`src/rtl/ps2_kbd_fifo_pkg.sv`:
```
// Shared definitions for the PS/2 keyboard receiver and its scan-code FIFO.
// Register map, status bit layout, receiver states and parity helper.
package ps2_kbd_fifo_pkg;

    localparam logic ADDR_STATUS = 1'b0;
    localparam logic ADDR_DATA   = 1'b1;

    localparam int ST_RDY    = 0;
    localparam int ST_FULL   = 1;
    localparam int ST_OVF    = 2;
    localparam int ST_PERR   = 3;
    localparam int ST_FERR   = 4;
    localparam int ST_CNT    = 8;
    localparam int ST_IRQ_EN = 16;

    typedef enum logic [1:0] {
        RX_IDLE,
        RX_DATA,
        RX_PARITY,
        RX_STOP
    } rx_state_e;

    function automatic logic odd_parity_ok(input logic [7:0] d,
                                           input logic       p);
        return ^{d, p};
    endfunction

endpackage

```
`src/rtl/ps2_kbd_fifo_if.sv`:
```
// Zero-wait-state I/O bus seen by the keyboard controller.
// The CPU side is the master, the controller is the slave.
interface ps2_kbd_fifo_if;
    logic        stb;
    logic        we;
    logic        addr;
    logic [31:0] data_in;
    logic [31:0] data_out;
    logic        ack;

    modport master (
        output stb, we, addr, data_in,
        input  data_out, ack
    );

    modport slave (
        input  stb, we, addr, data_in,
        output data_out, ack
    );
endinterface

```
`src/rtl/ps2_kbd_fifo_rx.sv`:
```
// PS/2 frame receiver: pin synchronisers, falling-edge detect, frame FSM,
// timeout and parity/stop checks; emits one-cycle result strobes.
module ps2_rx
    import ps2_kbd_fifo_pkg::*;
#(
    parameter int SYNC_STAGES    = 2,
    parameter int TIMEOUT_CYCLES = 50000
) (
    input  logic       clk,
    input  logic       rst,
    input  logic       keybd_clk,
    input  logic       keybd_data,
    output logic       valid_o,
    output logic [7:0] rx_byte_o,
    output logic       parity_err_o,
    output logic       frame_err_o
);

    localparam int TW = $clog2(TIMEOUT_CYCLES + 1);
    localparam logic [TW-1:0] TMO_LAST = TW'(TIMEOUT_CYCLES - 1);

    logic [SYNC_STAGES-1:0] kclk_q;
    logic [SYNC_STAGES-1:0] kdat_q;
    logic                   kclk_prev_q;
    logic                   fall;
    logic                   din;

    rx_state_e     state_q, state_d;
    logic [2:0]    bitcnt_q, bitcnt_d;
    logic [7:0]    shreg_q, shreg_d;
    logic          par_q, par_d;
    logic [TW-1:0] tmo_q, tmo_d;
    logic          valid_q, valid_d;
    logic          perr_q, perr_d;
    logic          ferr_q, ferr_d;
    logic          timeout;

    always_ff @(posedge clk or negedge rst) begin
        if (!rst) begin
            kclk_q      <= '1;
            kdat_q      <= '1;
            kclk_prev_q <= 1'b1;
        end else begin
            kclk_q      <= {kclk_q[SYNC_STAGES-2:0], keybd_clk};
            kdat_q      <= {kdat_q[SYNC_STAGES-2:0], keybd_data};
            kclk_prev_q <= kclk_q[SYNC_STAGES-1];
        end
    end

    assign fall    = kclk_prev_q & ~kclk_q[SYNC_STAGES-1];
    assign din     = kdat_q[SYNC_STAGES-1];
    // Any gap between falling edges this long abandons the frame.
    assign timeout = (state_q != RX_IDLE) && !fall && (tmo_q == TMO_LAST);

    always_ff @(posedge clk or negedge rst) begin
        if (!rst) begin
            state_q  <= RX_IDLE;
            bitcnt_q <= '0;
            shreg_q  <= '0;
            par_q    <= 1'b0;
            tmo_q    <= '0;
            valid_q  <= 1'b0;
            perr_q   <= 1'b0;
            ferr_q   <= 1'b0;
        end else begin
            state_q  <= state_d;
            bitcnt_q <= bitcnt_d;
            shreg_q  <= shreg_d;
            par_q    <= par_d;
            tmo_q    <= tmo_d;
            valid_q  <= valid_d;
            perr_q   <= perr_d;
            ferr_q   <= ferr_d;
        end
    end

    always_comb begin
        state_d = state_q;
        if (timeout) begin
            state_d = RX_IDLE;
        end else if (fall) begin
            unique case (state_q)
                RX_IDLE:   if (!din) state_d = RX_DATA;
                RX_DATA:   if (bitcnt_q == 3'd7) state_d = RX_PARITY;
                RX_PARITY: state_d = RX_STOP;
                RX_STOP:   state_d = RX_IDLE;
                default:   state_d = RX_IDLE;
            endcase
        end
    end

    always_comb begin
        bitcnt_d = bitcnt_q;
        shreg_d  = shreg_q;
        par_d    = par_q;
        valid_d  = 1'b0;
        perr_d   = 1'b0;
        ferr_d   = 1'b0;
        if (state_q == RX_IDLE || fall || timeout) tmo_d = '0;
        else                                        tmo_d = tmo_q + 1'b1;
        if (timeout) begin
            ferr_d = 1'b1;
        end else if (fall) begin
            unique case (state_q)
                RX_IDLE:   bitcnt_d = '0;
                RX_DATA: begin
                    shreg_d  = {din, shreg_q[7:1]};
                    bitcnt_d = bitcnt_q + 3'd1;
                end
                RX_PARITY: par_d = din;
                RX_STOP: begin
                    if (!din)                             ferr_d  = 1'b1;
                    else if (!odd_parity_ok(shreg_q, par_q)) perr_d = 1'b1;
                    else                                  valid_d = 1'b1;
                end
                default: ;
            endcase
        end
    end

    assign valid_o      = valid_q;
    assign rx_byte_o    = shreg_q;
    assign parity_err_o = perr_q;
    assign frame_err_o  = ferr_q;

endmodule

```
`src/rtl/ps2_kbd_fifo.sv`:
```
// PS/2 keyboard controller: receiver, scan-code FIFO, sticky error flags,
// status/data register decode and level interrupt.
module ps2_kbd_fifo
    import ps2_kbd_fifo_pkg::*;
#(
    parameter int DEPTH_LOG2     = 4,
    parameter int SYNC_STAGES    = 2,
    parameter int TIMEOUT_CYCLES = 50000
) (
    input  logic                 clk,
    input  logic                 rst,
    ps2_kbd_fifo_if.slave        bus,
    output logic                 irq,
    input  logic                 keybd_clk,
    input  logic                 keybd_data
);

    localparam int DEPTH = 2 ** DEPTH_LOG2;
    localparam int CW    = DEPTH_LOG2 + 1;

    logic       rx_valid;
    logic [7:0] rx_byte;
    logic       rx_perr;
    logic       rx_ferr;

    ps2_rx #(
        .SYNC_STAGES   (SYNC_STAGES),
        .TIMEOUT_CYCLES(TIMEOUT_CYCLES)
    ) u_rx (
        .clk         (clk),
        .rst         (rst),
        .keybd_clk   (keybd_clk),
        .keybd_data  (keybd_data),
        .valid_o     (rx_valid),
        .rx_byte_o   (rx_byte),
        .parity_err_o(rx_perr),
        .frame_err_o (rx_ferr)
    );

    logic [7:0]            mem_q [DEPTH];
    logic [DEPTH_LOG2-1:0] wr_ptr_q, wr_ptr_d;
    logic [DEPTH_LOG2-1:0] rd_ptr_q, rd_ptr_d;
    logic [CW-1:0]         count_q, count_d;
    logic                  ovf_q, ovf_d;
    logic                  perr_q, perr_d;
    logic                  ferr_q, ferr_d;
    logic                  irq_en_q, irq_en_d;

    logic        rdy, full;
    logic        rd, rd_data, pop;
    logic        ctrl_wr, flush;
    logic        push_ok, ovf_set;
    logic [2:0]  w1c;
    logic [31:0] status;
    logic        unused_data_in;

    assign rdy     = (count_q != '0);
    assign full    = (count_q == CW'(DEPTH));
    assign rd      = bus.stb & ~bus.we;
    assign rd_data = rd & (bus.addr == ADDR_DATA);
    assign pop     = rd_data & rdy;
    assign ctrl_wr = bus.stb & bus.we & (bus.addr == ADDR_STATUS);
    assign flush   = bus.stb & bus.we & (bus.addr == ADDR_DATA);
    assign w1c     = ctrl_wr ? bus.data_in[4:2] : 3'b000;

    // A pop or flush in the same cycle frees the slot the push needs.
    assign push_ok = rx_valid & (~full | pop | flush);
    assign ovf_set = rx_valid & full & ~pop & ~flush;

    assign unused_data_in = ^{bus.data_in[31:17], bus.data_in[15:5],
                              bus.data_in[1:0]};

    always_comb begin
        wr_ptr_d = wr_ptr_q + DEPTH_LOG2'(push_ok);
        rd_ptr_d = flush ? wr_ptr_q : rd_ptr_q + DEPTH_LOG2'(pop);
        count_d  = flush ? CW'(push_ok)
                         : count_q + CW'(push_ok) - CW'(pop);
        ovf_d    = (ovf_q  & ~w1c[0]) | ovf_set;
        perr_d   = (perr_q & ~w1c[1]) | rx_perr;
        ferr_d   = (ferr_q & ~w1c[2]) | rx_ferr;
        irq_en_d = ctrl_wr ? bus.data_in[ST_IRQ_EN] : irq_en_q;
    end

    always_ff @(posedge clk or negedge rst) begin
        if (!rst) begin
            wr_ptr_q <= '0;
            rd_ptr_q <= '0;
            count_q  <= '0;
            ovf_q    <= 1'b0;
            perr_q   <= 1'b0;
            ferr_q   <= 1'b0;
            irq_en_q <= 1'b0;
        end else begin
            wr_ptr_q <= wr_ptr_d;
            rd_ptr_q <= rd_ptr_d;
            count_q  <= count_d;
            ovf_q    <= ovf_d;
            perr_q   <= perr_d;
            ferr_q   <= ferr_d;
            irq_en_q <= irq_en_d;
        end
    end

    always_ff @(posedge clk) begin
        if (push_ok) mem_q[wr_ptr_q] <= rx_byte;
    end

    always_comb begin
        status              = '0;
        status[ST_RDY]      = rdy;
        status[ST_FULL]     = full;
        status[ST_OVF]      = ovf_q;
        status[ST_PERR]     = perr_q;
        status[ST_FERR]     = ferr_q;
        status[ST_CNT +: CW] = count_q;
        status[ST_IRQ_EN]   = irq_en_q;
    end

    always_comb begin
        bus.data_out = '0;
        if (rd && bus.addr == ADDR_STATUS) bus.data_out = status;
        else if (pop)                      bus.data_out = {24'h0, mem_q[rd_ptr_q]};
    end

    assign bus.ack = bus.stb;
    assign irq     = irq_en_q & (rdy | ovf_q | perr_q | ferr_q);

endmodule
```
`src/flat_wrapper.sv`:
```
// flat-port wrapper written by rule: the top's interface ports become plain ports
module ps2_kbd_fifo_flat import ps2_kbd_fifo_pkg::*;
#(
    parameter int DEPTH_LOG2     = 4,
    parameter int SYNC_STAGES    = 2,
    parameter int TIMEOUT_CYCLES = 50000
)
  (clk, rst, irq, keybd_clk, keybd_data, bus_stb, bus_we, bus_addr, bus_data_in, bus_data_out, bus_ack);
  ps2_kbd_fifo_if bus_i ();
  input  logic clk;
  input  logic rst;
  output logic irq;
  input  logic keybd_clk;
  input  logic keybd_data;
  input wire logic [$bits(bus_i.stb)-1:0] bus_stb;
  input wire logic [$bits(bus_i.we)-1:0] bus_we;
  input wire logic [$bits(bus_i.addr)-1:0] bus_addr;
  input wire logic [$bits(bus_i.data_in)-1:0] bus_data_in;
  output wire logic [$bits(bus_i.data_out)-1:0] bus_data_out;
  output wire logic [$bits(bus_i.ack)-1:0] bus_ack;
  assign bus_i.stb = bus_stb;
  assign bus_i.we = bus_we;
  assign bus_i.addr = bus_addr;
  assign bus_i.data_in = bus_data_in;
  assign bus_data_out = bus_i.data_out;
  assign bus_ack = bus_i.ack;
  ps2_kbd_fifo #(.DEPTH_LOG2(DEPTH_LOG2), .SYNC_STAGES(SYNC_STAGES), .TIMEOUT_CYCLES(TIMEOUT_CYCLES)) u_core (.clk(clk), .rst(rst), .bus(bus_i), .irq(irq), .keybd_clk(keybd_clk), .keybd_data(keybd_data));
endmodule
```
`config.mk`:
```
export PLATFORM = sky130hd
export DESIGN_NAME = ps2_kbd_fifo_flat
export DESIGN_NICKNAME = d
export VERILOG_FILES = /design/src/rtl/ps2_kbd_fifo_pkg.sv /design/src/rtl/ps2_kbd_fifo_if.sv /design/src/rtl/ps2_kbd_fifo_rx.sv /design/src/rtl/ps2_kbd_fifo.sv /design/src/flat_wrapper.sv
export SDC_FILE = /design/constraint.sdc
export NUM_CORES = 1
export LEC_CHECK = 0
export ABC_AREA = 1
export BUFFER_PORTS_ARGS = -buffer_cell sky130_fd_sc_hd__buf_2
export CORE_ASPECT_RATIO = 0.5
export CORE_MARGIN = 2
export CORE_UTILIZATION = 50
export DETAILED_ROUTE_END_ITERATION = 7
export HOLD_SLACK_MARGIN = 0.06
export PLACE_DENSITY = 0.69
export SYNTH_ARGS = -nofsm -noshare
export SYNTH_HDL_FRONTEND = slang
export SYNTH_HIERARCHICAL = 1
export SYNTH_SLANG_ARGS = --single-unit
```
`constraint.sdc`:
```
create_clock -name clk -period 2.8 [get_ports clk]
set_input_delay 0.42 -clock clk [delete_from_list [all_inputs] [get_ports clk]]
set_output_delay 0.42 -clock clk [all_outputs]
set_load 0.03 [all_outputs]
```
### After elaboration in Yosys (flattened, before gate mapping)

Memory sizes are Yosys's and may differ from the RTL's.
Index checks and enable logic that the tools add are counted.

| word-level totals | value |
|---|---|
| logic and storage cells | 110 |
| input port bits | 39 |
| RAM bits | 128 |
| flip-flop bits (word level) | 55 |
| memories | 1 |
| output and inout port bits | 34 |

| operators by class | value |
|---|---|
| $add $sub $neg | 6 |
| equal/unequal tests | 8 |
| bitwise operators | 33 |
| reductions and logical operators | 16 |
| multiplexer cells | 28 |

Memory list:

| name | words | width | read ports | clocked after Yosys merged registers in | write ports | line | RTL |
|---|---|---|---|---|---|---|---|
| u_core.mem_q | 16 | 8 | 1 | 0 | 1 | ps2_kbd_fifo.sv:40 | `logic [7:0] mem_q [DEPTH];` |

Operator list:

| cell | number |
|---|---|
| 17-bit 2-to-1 mux | 1 |
| 16-bit by 1-bit adder with 16-bit output (second input constant) | 1 |
| 16-bit equality test (second input constant) | 1 |
| 1-bit 2-to-1 mux | 16 |
| 16-bit 2-to-1 mux | 1 |
| 1-bit bitwise AND | 15 |
| 3-bit AND reduction | 4 |
| 1-bit inverter | 10 |
| 9-bit XOR reduction | 1 |
| 4-bit by 1-bit adder with 4-bit output | 2 |
| 2-bit 2-to-1 mux | 4 |
| 8-bit 2-to-1 mux | 1 |
| 1-bit bitwise OR | 8 |
| 2-bit case mux with 4 select lines | 1 |
| 3-bit != test (second input constant) | 2 |
| 3-bit case mux with 2 select lines | 1 |
| 2-bit nonzero test | 3 |
| 5-bit by 1-bit adder with 5-bit output | 1 |
| 5-bit equality test (second input constant) | 1 |
| 5-bit 2-to-1 mux | 1 |
| 5-bit nonzero test | 1 |
| 5-bit by 1-bit subtractor with 5-bit output | 1 |
| 2-bit equality test (second input constant) | 2 |
| 4-bit 2-to-1 mux | 1 |
| 8 further kinds | 11 |

### Logic depth before layout (Yosys ltp)

| logic depth | value |
|---|---|
| word-level depth | 10 |
| gate-level depth with buffers | 17 |
| mapped depth without buffers | 16 |

### Hierarchy

Netlist, hierarchy kept.

Modules (own cells, without submodules):

| module | area an instance (µm²) | sequential area each (µm²) | instances | cells each |
|---|---|---|---|---|
| ps2_kbd_fifo | 6,710.2 | 4,269.1 | 1 | 675 |
| ps2_rx | 1,985.7 | 957.2 | 1 | 235 |

### Least setup slack after synthesis

No wires, ideal clock.

| timing path | value |
|---|---|
| kind | flip-flop to flip-flop |
| from | register u_core.count_q[3] |
| to | register u_core.count_q[4] |
| setup time | 86 ps |
| data required time | 2,714 ps |
| path slack | 239 ps |
| clock period less this slack | 2,561 ps |
| path buffers | 1 |
| cell stages (with the launch flop) | 18 |
| data arrival time | 2,475 ps |
| path through | dfrtp_1 -> inv_1 -> ha_1 -> nand4_1 -> nand3_1 -> nand3_1 -> nand2_2 -> buf_6 -> ha_1 -> inv_1 -> ha_1 -> inv_1 -> fa_1 -> inv_1 -> a21oi_1 -> nor2_1 -> nor3_1 -> nor3_1 |

| between the ends | value |
|---|---|
| cells in the longest elaborated chain, start to end | 8 |
| elaborated cells between the ends (all ways) | 10 |
| those cells by class | add/sub (2); eq/ne (1); mux (1); bitwise (5); reduce/logical (1) |

Ends and longest elaborated chain:

| item | line | RTL |
|---|---|---|
| start: declaration | ps2_kbd_fifo.sv:43 | `logic [CW-1:0] count_q, count_d;` |
| start signal: assignment | ps2_kbd_fifo.sv:96 | `count_q <= count_d;` |
| 5-bit nonzero test / 5-bit equality test (equally long branches) | ps2_kbd_fifo.sv:57, ps2_kbd_fifo.sv:58 |  |
| 1-bit bitwise AND / 1-bit inverter (equally long branches) | ps2_kbd_fifo.sv:61, ps2_kbd_fifo.sv:67 |  |
| 1-bit bitwise OR (2 in series) | ps2_kbd_fifo.sv:67 | `assign push_ok = rx_valid & (~full \| pop \| flush);` |
| 1-bit bitwise AND | ps2_kbd_fifo.sv:67 |  |
| 5-bit by 1-bit adder with 5-bit output | ps2_kbd_fifo.sv:77 | `: count_q + CW'(push_ok) - CW'(pop);` |
| 5-bit by 1-bit subtractor with 5-bit output (*) | ps2_kbd_fifo.sv:77 |  |
| 5-bit 2-to-1 mux (*) | ps2_kbd_fifo.sv:76 | `count_d = flush ? CW'(push_ok)` |
| via u_core.count_d[4] | ps2_kbd_fifo.sv:43 |  |

Mark *: on every way through the listed nets, which the timed path passes. The rest lies on a longest branch.
A chain may end at the register's enable or synchronous reset.

### Final worst setup path

| timing path | value |
|---|---|
| from | register u_core.rd_ptr_q[0] |
| to | output port bus_data_out[4] |

| between the ends | value |
|---|---|
| cells in the longest elaborated chain, start to end | 3 |

Ends and longest elaborated chain:

| item | line | RTL |
|---|---|---|
| start: declaration | ps2_kbd_fifo.sv:42 | `logic [DEPTH_LOG2-1:0] rd_ptr_q, rd_ptr_d;` |
| start signal: assignment | ps2_kbd_fifo.sv:95 | `rd_ptr_q <= rd_ptr_d;` |
| memory read 16 x 8 bit | -- |  |
| 8-bit 2-to-1 mux | ps2_kbd_fifo.sv:122 | `else if (pop) bus.data_out = {24'h0, mem_q[rd_ptr_q]};` |
| 17-bit 2-to-1 mux | ps2_kbd_fifo.sv:121 | `if (rd && bus.addr == ADDR_STATUS) bus.data_out = status;` |
| end: declaration | flat_wrapper.sv:19 | `output wire logic [$bits(bus_i.data_out)-1:0] bus_data_out;` |

Every way passes these cells.

==> metrics.yaml <==
cts:
  clk_path_buf_depth: 2
  htree_levels: 4
  post_cts_buffers: 0
  numCtsBuffers: 17
  clock_sinks: 183
  cts.clk_slew.worst_paths_ns: 0.07
  cts_tree: "built"
  cts-root-buf: "clkbuf_16"
  insertion_delay_ns: 0.43
grt:
  grt_pass1_vias: 5878
  grt_max_degree: 72
  grt_overflow: 0
  antenna_found_initial: 0
  grt_pass1_wl_mm: 29.8
  grt_usage_pct: 21.2
place:
  port_buffers: 26
  gp_congestion: 0.895
  dp_slack_ns: 0.0821
  dp_hpwl_mm: 12.2
  place_area_um2: 9120
power_and_ir_drop:
  switching_share_pct: 37.4
  internal-power_mw: 5.53
  p_comb_share_pct: 32.5
  p_per_area_nw_per_um2: 907
  power_switching_mw: 3.31
  vdd_drop_max_mv: 0.508
  pwr-share-seq_pct: 40.8
  p_total_mw: 8.83
  pwr-share-clk_pct: 26.8
  power.leakage_nw: 4.35
sta:
  slew_headroom_pct: 48.0
  setup_violations: 0
  period_minus_slack_ns: 2.69
  clock_skew_ns: 0.0146
  rsz0062_at_grt: "true"
  fmax_ghz: 0.372
  hold_viol: 0
  layout_setup_ws_ns: 0.114
  holdWs_ns: 0.0879
  tightestPinTransition_ns: 0.777
  min_period_over_period_pct: 95.9
  maxSlewViolCount: 0
route:
  drt_iter0_drc: 450
  routed_wl_mm: 18.5
  route.detailed.drc: 0
  vias_per_cell: 5.03
  ant_nets: 0
  route.vias.total: 6044
  dr.pass1.iters: 5
  wl_per_cell_um: 15.4
cells_and_area:
  post_route_cells_drive_above_1_share_pct: 13.0
  n_fill_cell: 1461
  n_antenna_cell: 0
  area_growth_pct: 11.9
  final_cell_area_um2: 9730
  final_common_cell: "nand2_1"
  layout_common_cells: "nand2_1 (252), edfxtp_1 (128), inv_1 (121)"
  nets: 1012
worst_setup_path:
  cp-start-kind: "register"
  crit_type: "reg2out"
  cp_max_fo: 34
  r2r_slack_ns: 0.12
  worstPathRequired_ns: 2.38
  crit_arrival_ns: 2.27
  end_kind: "output port"
yosys:
  synth.top_cell.area_share_pct: 44.2
  ys_seq_area_share_pct: 60.1
  yosysUniqueCellTypes: 40
  syn_area_um2: 8700
  synth_cells: 910
  yosysTopAreaCell: "edfxtp_1"
  syn-mean-instance-area_um2: 9.56
  yosysWarnings: 6
  ys_top_cells_by_area: "edfxtp_1 (44%), dfrtp_1 (14%), nand2_1 (11%), inv_1 (5.2%), nand3_1 (5.0%)"
  synth_seq_cells: 183
floorplanning:
  die-area_um2: 18500
  start_util_pct: 50.6
  num_io_pins: 73
  core_um2: 17200
  fp.dieW_um: 191
  rows: 34
  die_h_um: 97.3
run:
  maxCapViolCount: 0
status:
  status: "finished clean"
worst_hold_path:
  hp-class: "in2reg"
[state kept, by name, indices dropped and copies added (netlist names)]
register                  flops
u_core/mem_q                128
u_core/u_rx/tmo_q            16
u_core/u_rx/rx_byte_o         8
u_core/count_q                5
u_core/rd_ptr_q               4
u_core/wr_ptr_q               4
u_core/u_rx/bitcnt_q          3
u_core/u_rx/kclk_q            2
u_core/u_rx/kdat_q            2
u_core/u_rx/state_q           2
u_core/ferr_q                 1
u_core/irq_en_q               1
u_core/ovf_q                  1
u_core/perr_q                 1
u_core/u_rx/frame_err_o       1
u_core/u_rx/kclk_prev_q       1
u_core/u_rx/par_q             1
u_core/u_rx/parity_err_o      1
u_core/u_rx/valid_o           1
[power groups by stage]
stage / clock network, mW / logic, mW / registers (mW)
final: 2.36 / 2.87 / 3.60
after global routing: 2.51 / 3.22 / 3.63
after CTS: 2.40 / 2.85 / 3.59
after detailed placement: 0 / 2.84 / 3.65
after global placement: 0 / 2.75 / 3.63
after floorplan: 0 / 1.95 / 3.67
[metrics by stage]
stage | util, % | setup TNS, ns | cells
3_5_place_dp | 53.1 | 0 | 1169
2_1_floorplan | - | 0 | 927
3_3_place_gp | 53.1 | 0 | 1169
6_report | 56.6 | 0 | 1202
5_1_grt | 56.6 | -0.0792 | 1202
4_1_cts | 56.6 | 0 | 1202
[worst max-delay path: stages, from the launching register on]
cell	delay [ns]
dfrtp_2	0.44
inv_4	0.17
buf_12	0.22
nand2_1	0.07
nand3_1	0.08
nand3_1	0.14
nand2_1	0.14
nand2_1	0.06
nand3_1	0.22
nand2_1	0.09
buf_2	0.19
[worst paths after layout]
path,startpoint,depth (start not counted),to
min in group asynchronous,rst,2,u_core/count_q[1]
setup reg to reg,u_core/count_q[3],16,u_core/count_q[4]
hold / removal,keybd_data,1,u_core/u_rx/kdat_q[0]
setup / recovery,u_core/rd_ptr_q[0],10,bus_data_out[4]
hold reg to reg,u_core/u_rx/kclk_q[0],0,u_core/u_rx/kclk_q[1]
max in group asynchronous,rst,3,u_core/rd_ptr_q[0]
[repair_timing]
item / in CTS / in global routing
endpoints found under the hold margin: 19 / 0
endpoints found under the setup margin: 0 / 4
hold buffers: 1 / 0
resized for setup: 0 / 3
[synth_stat cells (all sizes together)]
cell    instances
o21ai          30
clkinv          1
xnor2           4
nor3b           3
nand2         260
buf            45
nor4            1
nor3           10
nand4           8
edfxtp        128
dfstp           5
ha             17
o211ai          6
nand3          89
xor2           10
a21oi           9
fa              1
inv           125
a21o            2
nor2           98
or2             2
nand3b          1
dfrtp          50
clkbuf          2
conb            1
o21a            2
[logic make-up after synthesis]
family	count (synthesis)	synth area share (%)
AO/OA/AOI/OAI	49	3.15
flip-flops	183	60.1
other	1	0.0431
AND/OR/NAND/NOR	472	23.4
XOR/XNOR	14	1.41
adder cells (fa/ha/maj)	18	2.68
buffers and inverters	173	9.21
[layout make-up]
type / instances / area, µm² / share of cell area, %
Clock buffer: 17 / 425 / 4.37
Clock inverter: 15 / 166 / 1.71
Inverter: 126 / 475 / 4.88
Multi-Input combinational cell: 571 / 2740 / 28.1
Sequential cell: 183 / 5230 / 53.7
Tap cell: 234 / 293 / 3.01
Timing Repair Buffer: 56 / 408 / 4.19
[per-layer routing]
metal	up-vias	global-route usage, %	part of all wire [%]
met5	-	0	0
met2	195	33.3	45
li1	2976	-	-
met3	22	5.38	7.7
met4	0	6.02	1.3
met1	2851	29.4	46
No activity file was read; power rests on OpenSTA's default activity.
